<file path="config.mk">
export PLATFORM = sky130hd
export DESIGN_NAME = difftest_commit_ctrl_flat
export DESIGN_NICKNAME = d
export VERILOG_FILES = /design/src/rtl/difftest_commit_ctrl_if.sv /design/src/rtl/difftest_commit_ctrl.sv /design/src/flat_wrapper.sv
export SDC_FILE = /design/constraint.sdc
export NUM_CORES = 1
export LEC_CHECK = 0
export BUFFER_PORTS_ARGS = -buffer_cell sky130_fd_sc_hd__buf_2
export CORE_AREA = 3 3 167 210
export CTS_CLUSTER_DIAMETER = 50
export DETAILED_ROUTE_END_ITERATION = 6
export DIE_AREA = 0 0 170 213
export HOLD_SLACK_MARGIN = 0.06
export PLACE_DENSITY = 0.8
export SLEW_MARGIN = 20
export SYNTH_ARGS = -nofsm -noshare
export SYNTH_HDL_FRONTEND = slang
export SYNTH_SLANG_ARGS = --single-unit
</file>
<file path="constraint.sdc">
create_clock -name clk -period 4.78 [get_ports clk]
set_input_delay 0.478 -clock clk [delete_from_list [all_inputs] [get_ports clk]]
set_output_delay 0.478 -clock clk [all_outputs]
set_load 0.01 [all_outputs]
</file>
<file path="src/rtl/difftest_commit_ctrl_if.sv">
// WB-to-checker commit handshake bundle: commit records in from WB, head record out to the checker.
interface difftest_commit_ctrl_if #(
    parameter int DATA_WIDTH = 32
);
    logic                  wb_valid;
    logic                  wb_ready;
    logic [DATA_WIDTH-1:0] wb_pc;
    logic [DATA_WIDTH-1:0] wb_instr;
    logic                  wb_branch_taken;
    logic [DATA_WIDTH-1:0] wb_branch_pc;
    logic                  wb_skip;

    logic                  dt_valid;
    logic                  dt_ready;
    logic [DATA_WIDTH-1:0] dt_pc;
    logic [DATA_WIDTH-1:0] dt_instr;
    logic [DATA_WIDTH-1:0] dt_next_pc;
    logic                  dt_skip;

    modport master (
        output wb_valid, wb_pc, wb_instr, wb_branch_taken, wb_branch_pc, wb_skip, dt_ready,
        input  wb_ready, dt_valid, dt_pc, dt_instr, dt_next_pc, dt_skip
    );

    modport slave (
        input  wb_valid, wb_pc, wb_instr, wb_branch_taken, wb_branch_pc, wb_skip, dt_ready,
        output wb_ready, dt_valid, dt_pc, dt_instr, dt_next_pc, dt_skip
    );
endinterface

</file>
<file path="src/rtl/difftest_commit_ctrl.sv">
// Commit-record queue from WB to the difftest checker; next-PC is computed at enqueue.
// Records show on dt_* the cycle after enqueue; wb_ready drops when full, draining or halted.
module difftest_commit_ctrl #(
    parameter int                    DATA_WIDTH = 32,
    parameter int                    DEPTH      = 4,
    parameter logic [DATA_WIDTH-1:0] EBREAK     = DATA_WIDTH'(32'h00100073)
) (
    input  logic                  clk,
    input  logic                  rst,
    difftest_commit_ctrl_if.slave bus,
    output logic [63:0]           commit_cnt,
    output logic                  halt,
    output logic                  overflow
);
    localparam int               PTR_W    = (DEPTH > 1) ? $clog2(DEPTH) : 1;
    localparam int               CNT_W    = $clog2(DEPTH + 1);
    localparam logic [CNT_W-1:0] FULL_CNT = CNT_W'(DEPTH);

    typedef struct packed {
        logic [DATA_WIDTH-1:0] pc;
        logic [DATA_WIDTH-1:0] instr;
        logic [DATA_WIDTH-1:0] next_pc;
        logic                  skip;
    } rec_t;

    typedef enum logic [1:0] {
        RUN   = 2'd0,
        DRAIN = 2'd1,
        HALT  = 2'd2
    } state_t;

    state_t           state;
    state_t           state_nxt;
    rec_t             mem [DEPTH];
    rec_t             wr_rec;
    rec_t             head;
    logic [PTR_W-1:0] rd_ptr;
    logic [PTR_W-1:0] wr_ptr;
    logic [CNT_W-1:0] count;
    logic [CNT_W-1:0] count_nxt;
    logic             enq;
    logic             deq;

    assign enq = bus.wb_valid && bus.wb_ready;
    assign deq = bus.dt_valid && bus.dt_ready;

    always_comb begin
        wr_rec.pc      = bus.wb_pc;
        wr_rec.instr   = bus.wb_instr;
        wr_rec.next_pc = bus.wb_branch_taken ? bus.wb_branch_pc : bus.wb_pc + DATA_WIDTH'(4);
        wr_rec.skip    = bus.wb_skip;
    end

    always_comb begin
        count_nxt = count;
        case ({enq, deq})
            2'b10:   count_nxt = count + CNT_W'(1);
            2'b01:   count_nxt = count - CNT_W'(1);
            default: count_nxt = count;
        endcase
    end

    always_ff @(posedge clk) begin
        if (!rst) begin
            state <= RUN;
        end else begin
            state <= state_nxt;
        end
    end

    // DRAIN looks at the post-dequeue occupancy so HALT lands on the edge of the last dequeue.
    always_comb begin
        state_nxt = state;
        case (state)
            RUN:     if (enq && bus.wb_instr == EBREAK) state_nxt = DRAIN;
            DRAIN:   if (count_nxt == '0) state_nxt = HALT;
            HALT:    state_nxt = HALT;
            default: state_nxt = RUN;
        endcase
    end

    always_comb begin
        bus.wb_ready = 1'b0;
        bus.dt_valid = 1'b0;
        halt         = 1'b0;
        case (state)
            RUN: begin
                bus.wb_ready = (count != FULL_CNT);
                bus.dt_valid = (count != '0);
            end
            DRAIN:   bus.dt_valid = (count != '0);
            HALT:    halt = 1'b1;
            default: ;
        endcase
    end

    always_ff @(posedge clk) begin
        if (!rst) begin
            rd_ptr     <= '0;
            wr_ptr     <= '0;
            count      <= '0;
            commit_cnt <= '0;
            overflow   <= 1'b0;
        end else begin
            if (enq) begin
                wr_ptr <= wr_ptr + PTR_W'(1);
            end
            if (deq) begin
                rd_ptr     <= rd_ptr + PTR_W'(1);
                commit_cnt <= commit_cnt + 64'd1;
            end
            count <= count_nxt;
            if (bus.wb_valid && state != RUN) begin
                overflow <= 1'b1;
            end
        end
    end

    // Storage is deliberately left out of reset; dt_valid masks stale entries.
    always_ff @(posedge clk) begin
        if (enq) begin
            mem[wr_ptr] <= wr_rec;
        end
    end

    assign head           = mem[rd_ptr];
    assign bus.dt_pc      = head.pc;
    assign bus.dt_instr   = head.instr;
    assign bus.dt_next_pc = head.next_pc;
    assign bus.dt_skip    = head.skip;
endmodule

</file>
<file path="src/flat_wrapper.sv">
// flat-port wrapper written by rule: the top's interface ports become plain ports
module difftest_commit_ctrl_flat 
#(
    parameter int                    DATA_WIDTH = 32,
    parameter int                    DEPTH      = 4,
    parameter logic [DATA_WIDTH-1:0] EBREAK     = DATA_WIDTH'(32'h00100073)
)
  (clk, rst, commit_cnt, halt, overflow, bus_wb_valid, bus_wb_pc, bus_wb_instr, bus_wb_branch_taken, bus_wb_branch_pc, bus_wb_skip, bus_dt_ready, bus_wb_ready, bus_dt_valid, bus_dt_pc, bus_dt_instr, bus_dt_next_pc, bus_dt_skip);
  difftest_commit_ctrl_if #(.DATA_WIDTH(DATA_WIDTH)) bus_i ();
  input  logic clk;
  input  logic rst;
  output logic [63:0] commit_cnt;
  output logic halt;
  output logic overflow;
  input wire logic [$bits(bus_i.wb_valid)-1:0] bus_wb_valid;
  input wire logic [$bits(bus_i.wb_pc)-1:0] bus_wb_pc;
  input wire logic [$bits(bus_i.wb_instr)-1:0] bus_wb_instr;
  input wire logic [$bits(bus_i.wb_branch_taken)-1:0] bus_wb_branch_taken;
  input wire logic [$bits(bus_i.wb_branch_pc)-1:0] bus_wb_branch_pc;
  input wire logic [$bits(bus_i.wb_skip)-1:0] bus_wb_skip;
  input wire logic [$bits(bus_i.dt_ready)-1:0] bus_dt_ready;
  output wire logic [$bits(bus_i.wb_ready)-1:0] bus_wb_ready;
  output wire logic [$bits(bus_i.dt_valid)-1:0] bus_dt_valid;
  output wire logic [$bits(bus_i.dt_pc)-1:0] bus_dt_pc;
  output wire logic [$bits(bus_i.dt_instr)-1:0] bus_dt_instr;
  output wire logic [$bits(bus_i.dt_next_pc)-1:0] bus_dt_next_pc;
  output wire logic [$bits(bus_i.dt_skip)-1:0] bus_dt_skip;
  assign bus_i.wb_valid = bus_wb_valid;
  assign bus_i.wb_pc = bus_wb_pc;
  assign bus_i.wb_instr = bus_wb_instr;
  assign bus_i.wb_branch_taken = bus_wb_branch_taken;
  assign bus_i.wb_branch_pc = bus_wb_branch_pc;
  assign bus_i.wb_skip = bus_wb_skip;
  assign bus_i.dt_ready = bus_dt_ready;
  assign bus_wb_ready = bus_i.wb_ready;
  assign bus_dt_valid = bus_i.dt_valid;
  assign bus_dt_pc = bus_i.dt_pc;
  assign bus_dt_instr = bus_i.dt_instr;
  assign bus_dt_next_pc = bus_i.dt_next_pc;
  assign bus_dt_skip = bus_i.dt_skip;
  difftest_commit_ctrl #(.DATA_WIDTH(DATA_WIDTH), .DEPTH(DEPTH), .EBREAK(EBREAK)) u_core (.clk(clk), .rst(rst), .bus(bus_i), .commit_cnt(commit_cnt), .halt(halt), .overflow(overflow));
endmodule
</file>
== Word level (Yosys, flattened, before mapping) ==
Memories as Yosys holds them, arrays and structs flattened. A register that Yosys moved wholly into a read port is not among the register bits.
Index checks and enable logic that the tools add are counted.

* Register bits after elaboration: 74
* Memory bits (writable): 388
* Bits of input ports: 102
* Output and inout port bits: 165
* Memories kept: 1

* $add $sub $neg: 6
* Equal/unequal tests: 8
* Multiplexer cells: 12
* Reductions and logical operators: 10

{| class="wikitable"
|+ Memory list
! memory !! words !! width !! rd ports !! clocked after memory_dff !! write ports !! RTL line !! source
|-
| u_core.mem || 4 || 97 || 1 || 1 || 1 || difftest_commit_ctrl.sv:34 || <nowiki>rec_t mem [DEPTH];</nowiki>
|}

{| class="wikitable"
|+ Operators by type and width
! operator !! number
|-
| $add 64x1->64 const B || 1
|-
| $add 32x3->32 const B || 1
|-
| $eq 32x21->1 const B || 1
|-
| $mux 32 || 1
|-
| $mux 2 || 4
|-
| $pmux 2 s3 || 1
|-
| $pmux 3 s2 || 1
|-
| $mux 1 || 5
|-
| $add 2x1->2 const B || 2
|-
| $eq 2x1->1 const B || 2
|-
| $eq 2x2->1 const B || 2
|-
| $logic_and 1x1->1 || 4
|-
| $ne 2x1->1 const B || 2
|-
| $add 3x1->3 const B || 1
|-
| $logic_not 3->1 || 1
|-
| $ne 3x3->1 const B || 1
|-
| $reduce_bool 3->1 || 1
|-
| $sub 3x1->3 const B || 1
|-
| $logic_not 2->1 || 1
|-
| $reduce_and 2->1 || 1
|-
| $reduce_bool 2->1 || 1
|-
| $reduce_or 2->1 || 1
|}

== Longest topological paths before layout ==
* Depth after elaboration: 9
* Depth in mapped cells: 12
* Gate-level depth less buffers: 12

== Worst setup path before layout ==
Ideal clock, no wire load.

* Path kind: reg2reg
* Start: reg u_core.state[0]
* End: mem u_core.mem[0][0] (netlist name) (enable)
* Arrival time: 3311 ps
* Path slack: 1001 ps
* Cell stages (with the launch flop): 6
* Period minus slack after synthesis: 3779 ps
* Cell sequence: dfxtp_1 -> inv_1 -> ha_1 -> inv_1 -> a21oi_1 -> and3_1

* Cells in the longest elaborated chain, start to end: 5

{| class="wikitable"
|+ RTL lines
! element !! RTL line !! source
|-
| start, declared || difftest_commit_ctrl.sv:32 || <nowiki>state_t state;</nowiki>
|-
| start signal, assigned || difftest_commit_ctrl.sv:67 || <nowiki>state <= state_nxt;</nowiki>
|-
| $logic_not 2->1 || difftest_commit_ctrl.sv:86 || <nowiki>case (state)</nowiki>
|-
| $mux 1 || difftest_commit_ctrl.sv:86 ||
|-
| net bus_wb_ready || flat_wrapper.sv:22 || <nowiki>output wire logic [$bits(bus_i.wb_ready)-1:0] bus_wb_ready;</nowiki>
|-
| $logic_and 1x1->1 || difftest_commit_ctrl.sv:44 || <nowiki>assign enq = bus.wb_valid && bus.wb_ready;</nowiki>
|-
| $mux 1 || difftest_commit_ctrl.sv:121 || <nowiki>if (enq) begin</nowiki>
|-
| $mux 1 (implied by the code) || difftest_commit_ctrl.sv:122 || <nowiki>mem[wr_ptr] <= wr_rec;</nowiki>
|-
| end, declared || difftest_commit_ctrl.sv:34 ||
|}

The timed path passes the listed nets, and every way through them passes these cells.

==> flow_summary_export.csv <==
group,metric,value,unit
run_status,outcome,"complete, no violations",
pwr,sw_frac_of_total,26.30,%
global_route,grt_pass1_wl,64630,um
setup_path,setup.worst_path.end,"bus_dt_next_pc[16]",
route,drt-initial-drc-count,1039,
cts,cts_buffers,45,
logic_synthesis,synthesis.area,18800,um^2
setup_path,rrSetupSlack,1690,ps
route,drt_wl_total,43050,um
pwr,p_clk_share,33.5,%
cts,clock_sinks,464,
sta,max_slew_margin,27.50,%
logic_synthesis,ys_seq_area_share,70.07,%
setup_path,r2r-end,"u_core.state[0]$_SDFFE_PN0P_",
placement,port_buffers,266,
logic_synthesis,ys.flop_type,"edfxtp_1",
route,wl_per_cell,22.87,um
sta,finalSetupViolations,0,
logic_synthesis,yosys.area.top_type,"edfxtp_1",
sta,max_freq,312.1,MHz
setup_path,critPathMaxStageDelay,950,ps
logic_synthesis,synth_nets,1258,
sta,worst_slack,1576,ps
sta,worst_slew_pin_slew,1086,ps
setup_path,cp_data_required_time,4300,ps
logic_synthesis,yosys_warnings,0,
logic_synthesis,syn_inst,1145,
cts,cts_tree,"yes",
cts,htreeDepth,2,
placement,dp_hpwl,27550,um
cts,ctsResizeCount,0,
pwr,power.internal,8.051,mW
setup_path,reg2reg_from,"u_core.state[0]$_SDFFE_PN0P_",
setup_path,r2r_cells,12,
setup_path,crit_path_max_fanout,44,
pwr,power.density,492.0,nW/um^2
die,fp.dieW,170,um
global_route,grt_util_all_layers,23.27,%
route,drcViolationCount,0,
setup_path,crit_arrival,2730,ps
cts,cts.repair_timing.setup_buffer_count,0,
global_route,antenna_found_initial,8,
run,maxCapViolCount,0,
placement,dpl_worst_slack,1684,ps
die,start_util,56.27,%
sta,rsz0062_at_grt,"no",
setup_path,cp-start-kind,"flop",
die,io_pins,267,
cts,root_buffer,"clkbuf_16",
logic_synthesis,async_flop_share,0,%
sta,hold_violations,0,
route,num_vias,11422,
setup_path,slowest_stage,"dfxtp_4",
cells_and_area,final_common_cell,"edfxtp_1",
die,fp.coreArea,33410,um^2
setup_path,cp-end-kind,"output port",
global_route,overflow,0,
route,ant_nets,0,
sta,drv_slew,0,
cells_and_area,ff_latch_area,13180,um^2
cells_and_area,drive_above_1_share,31.91,%
route,firstDrtPassIters,6,
logic_synthesis,synth-seq-cells,464,
logic_synthesis,synth-edff-count,388,
die,dieArea,36210,um^2
pwr,seq_power_share,46.4,%
cells_and_area,layout_common_cells,"edfxtp_1 (388), buf_2 (266), mux4_2 (97)",
global_route,grt_pass1_vias,11294,
pwr,pwr-share-comb,20.1,%
cells_and_area,syn_to_final_growth,18.12,%
worst_hold_path,hold_path.class,"in -> reg",
pwr,power.total,10.92,mW
sta,min_period_over_period,67.04,%
pwr,ir_drop,0.3055,mV
setup_path,critPathKind,"reg -> out",
worst_hold_path,min_path_cells,1,
route,routed_via_density,6.069,
setup_path,crit_chain,"buf_4 > mux4_2 > buf_2",
sta,tns,0,ps
cts,clk_latency,550,ps
cts,cts.path.max_buffers,3,
pwr,leakagePower,7.525,nW
logic_synthesis,ys_types,48,
die,die_h,213,um
logic_synthesis,synthTopCellsByArea,"edfxtp_1 (62%), mux4_2 (12%), dfxtp_1 (8.1%)",
pwr,switchingPower,2.873,mW
logic_synthesis,synth_top_area_share,61.98,%
placement,gp_congestion,0.8392,
cells_and_area,fin_nets,1533,
cells_and_area,n_fill_cell,2261,
logic_synthesis,syn_avg_cell_area,16.42,um^2
sta,fin_skew,12.44,ps
die,num_rows,75,
cts,cts.reportedPaths.clkPinSlew,70,ps
cts,hold_buffers,0,
sta,fin_crit,3204,ps
cells_and_area,multi_input_area,5364,um^2
global_route,grt_max_degree,67,
[how the worst min path moves through the flow]
stage / start / end / slack, ps
floorplan: u_core.state[1]$_SDFFE_PN0P_ / u_core.state[1]$_SDFFE_PN0P_ / 450
global placement: u_core.overflow$_SDFFE_PN0P_ / u_core.overflow$_SDFFE_PN0P_ / 450
detailed placement: u_core.overflow$_SDFFE_PN0P_ / u_core.overflow$_SDFFE_PN0P_ / 460
CTS: bus_wb_skip / u_core.mem[3][0]$_DFFE_PP_ / 120
global route: bus_wb_skip / u_core.mem[3][0]$_DFFE_PP_ / 140
finish: bus_wb_skip / u_core.mem[3][0]$_DFFE_PP_ / 150
[cell families after synthesis]
group	after synthesis	share of synthesized area (%)
adders and majority gates	11	0.7721
buffers and inverters	73	1.498
and+or+nand+nor	331	9.531
muxes	115	12.60
DFF	464	70.07
xor gates and xnor gates	50	2.330
AOI/OAI and AO/OA	101	3.195
[final cells by class]
cell class / count / area share (%)
Inverter: 22 / 0.3719
Clock buffer: 64 / 6.057
Timing Repair Buffer: 279 / 6.694
Antenna cell: 2 / 0.02254
Tap cell: 423 / 2.384
Clock inverter: 20 / 0.9579
Multi-Input combinational cell: 608 / 24.16
Sequential cell: 464 / 59.36
[power by group through the flow]
stage               clock network (mW)  registers [mW]  logic (mW)
floorplan                            0            4.99        1.49
global placement                     0            5.13        2.19
detailed placement                   0            5.16        2.22
CTS                               3.71            5.08        2.23
global route                      3.87            5.12        2.38
finish                            3.66            5.07        2.20
[layer usage]
layer / vias up / global-route usage [%] / wire length [um]
li1: 5125 / - / -
met1: 5709 / 29.31 / 16040
met2: 493 / 40.06 / 21920
met3: 81 / 6.370 / 3891
met4: 14 / 6.605 / 1110
met5: - / 0 / 90
[flip-flops by register name, indices dropped and copies added, names as in the netlist, named ones only]
register / flops
u_core.commit_cnt: 64
u_core.count: 3
u_core.mem: 388
u_core.overflow: 1
u_core.rd_ptr: 2
u_core.state: 2
u_core.wr_ptr: 2
[metrics by stage]
stage	util, %	area (um^2)	std cells	hold WS (ps)
after floorplan	-	18800	1145	451.5
after global placement	61.71	20610	1795	450.3
after detailed placement	61.71	20610	1795	460.9
after CTS	66.37	22170	1879	123.7
after global routing	66.45	22200	1880	139.1
final	66.47	22210	1882	155.0
[cells in the mapped netlist (27+ instances only)]
cell type    n
clkbuf_1    38
o21ai_0     34
nand3_1     34
xnor2_1     37
nand2_1     79
or4_1       27
a21oi_1     33
mux4_2      97
nor2_1      48
dfxtp_1     76
edfxtp_1   388
[worst max-delay path, delay by kind of cell, from the launching register on]
family / cells / cell delay (ps)
buf+inv: 2 / 600
flops: 1 / 950
mux: 1 / 590
Power figures use the tool's default switching activity.
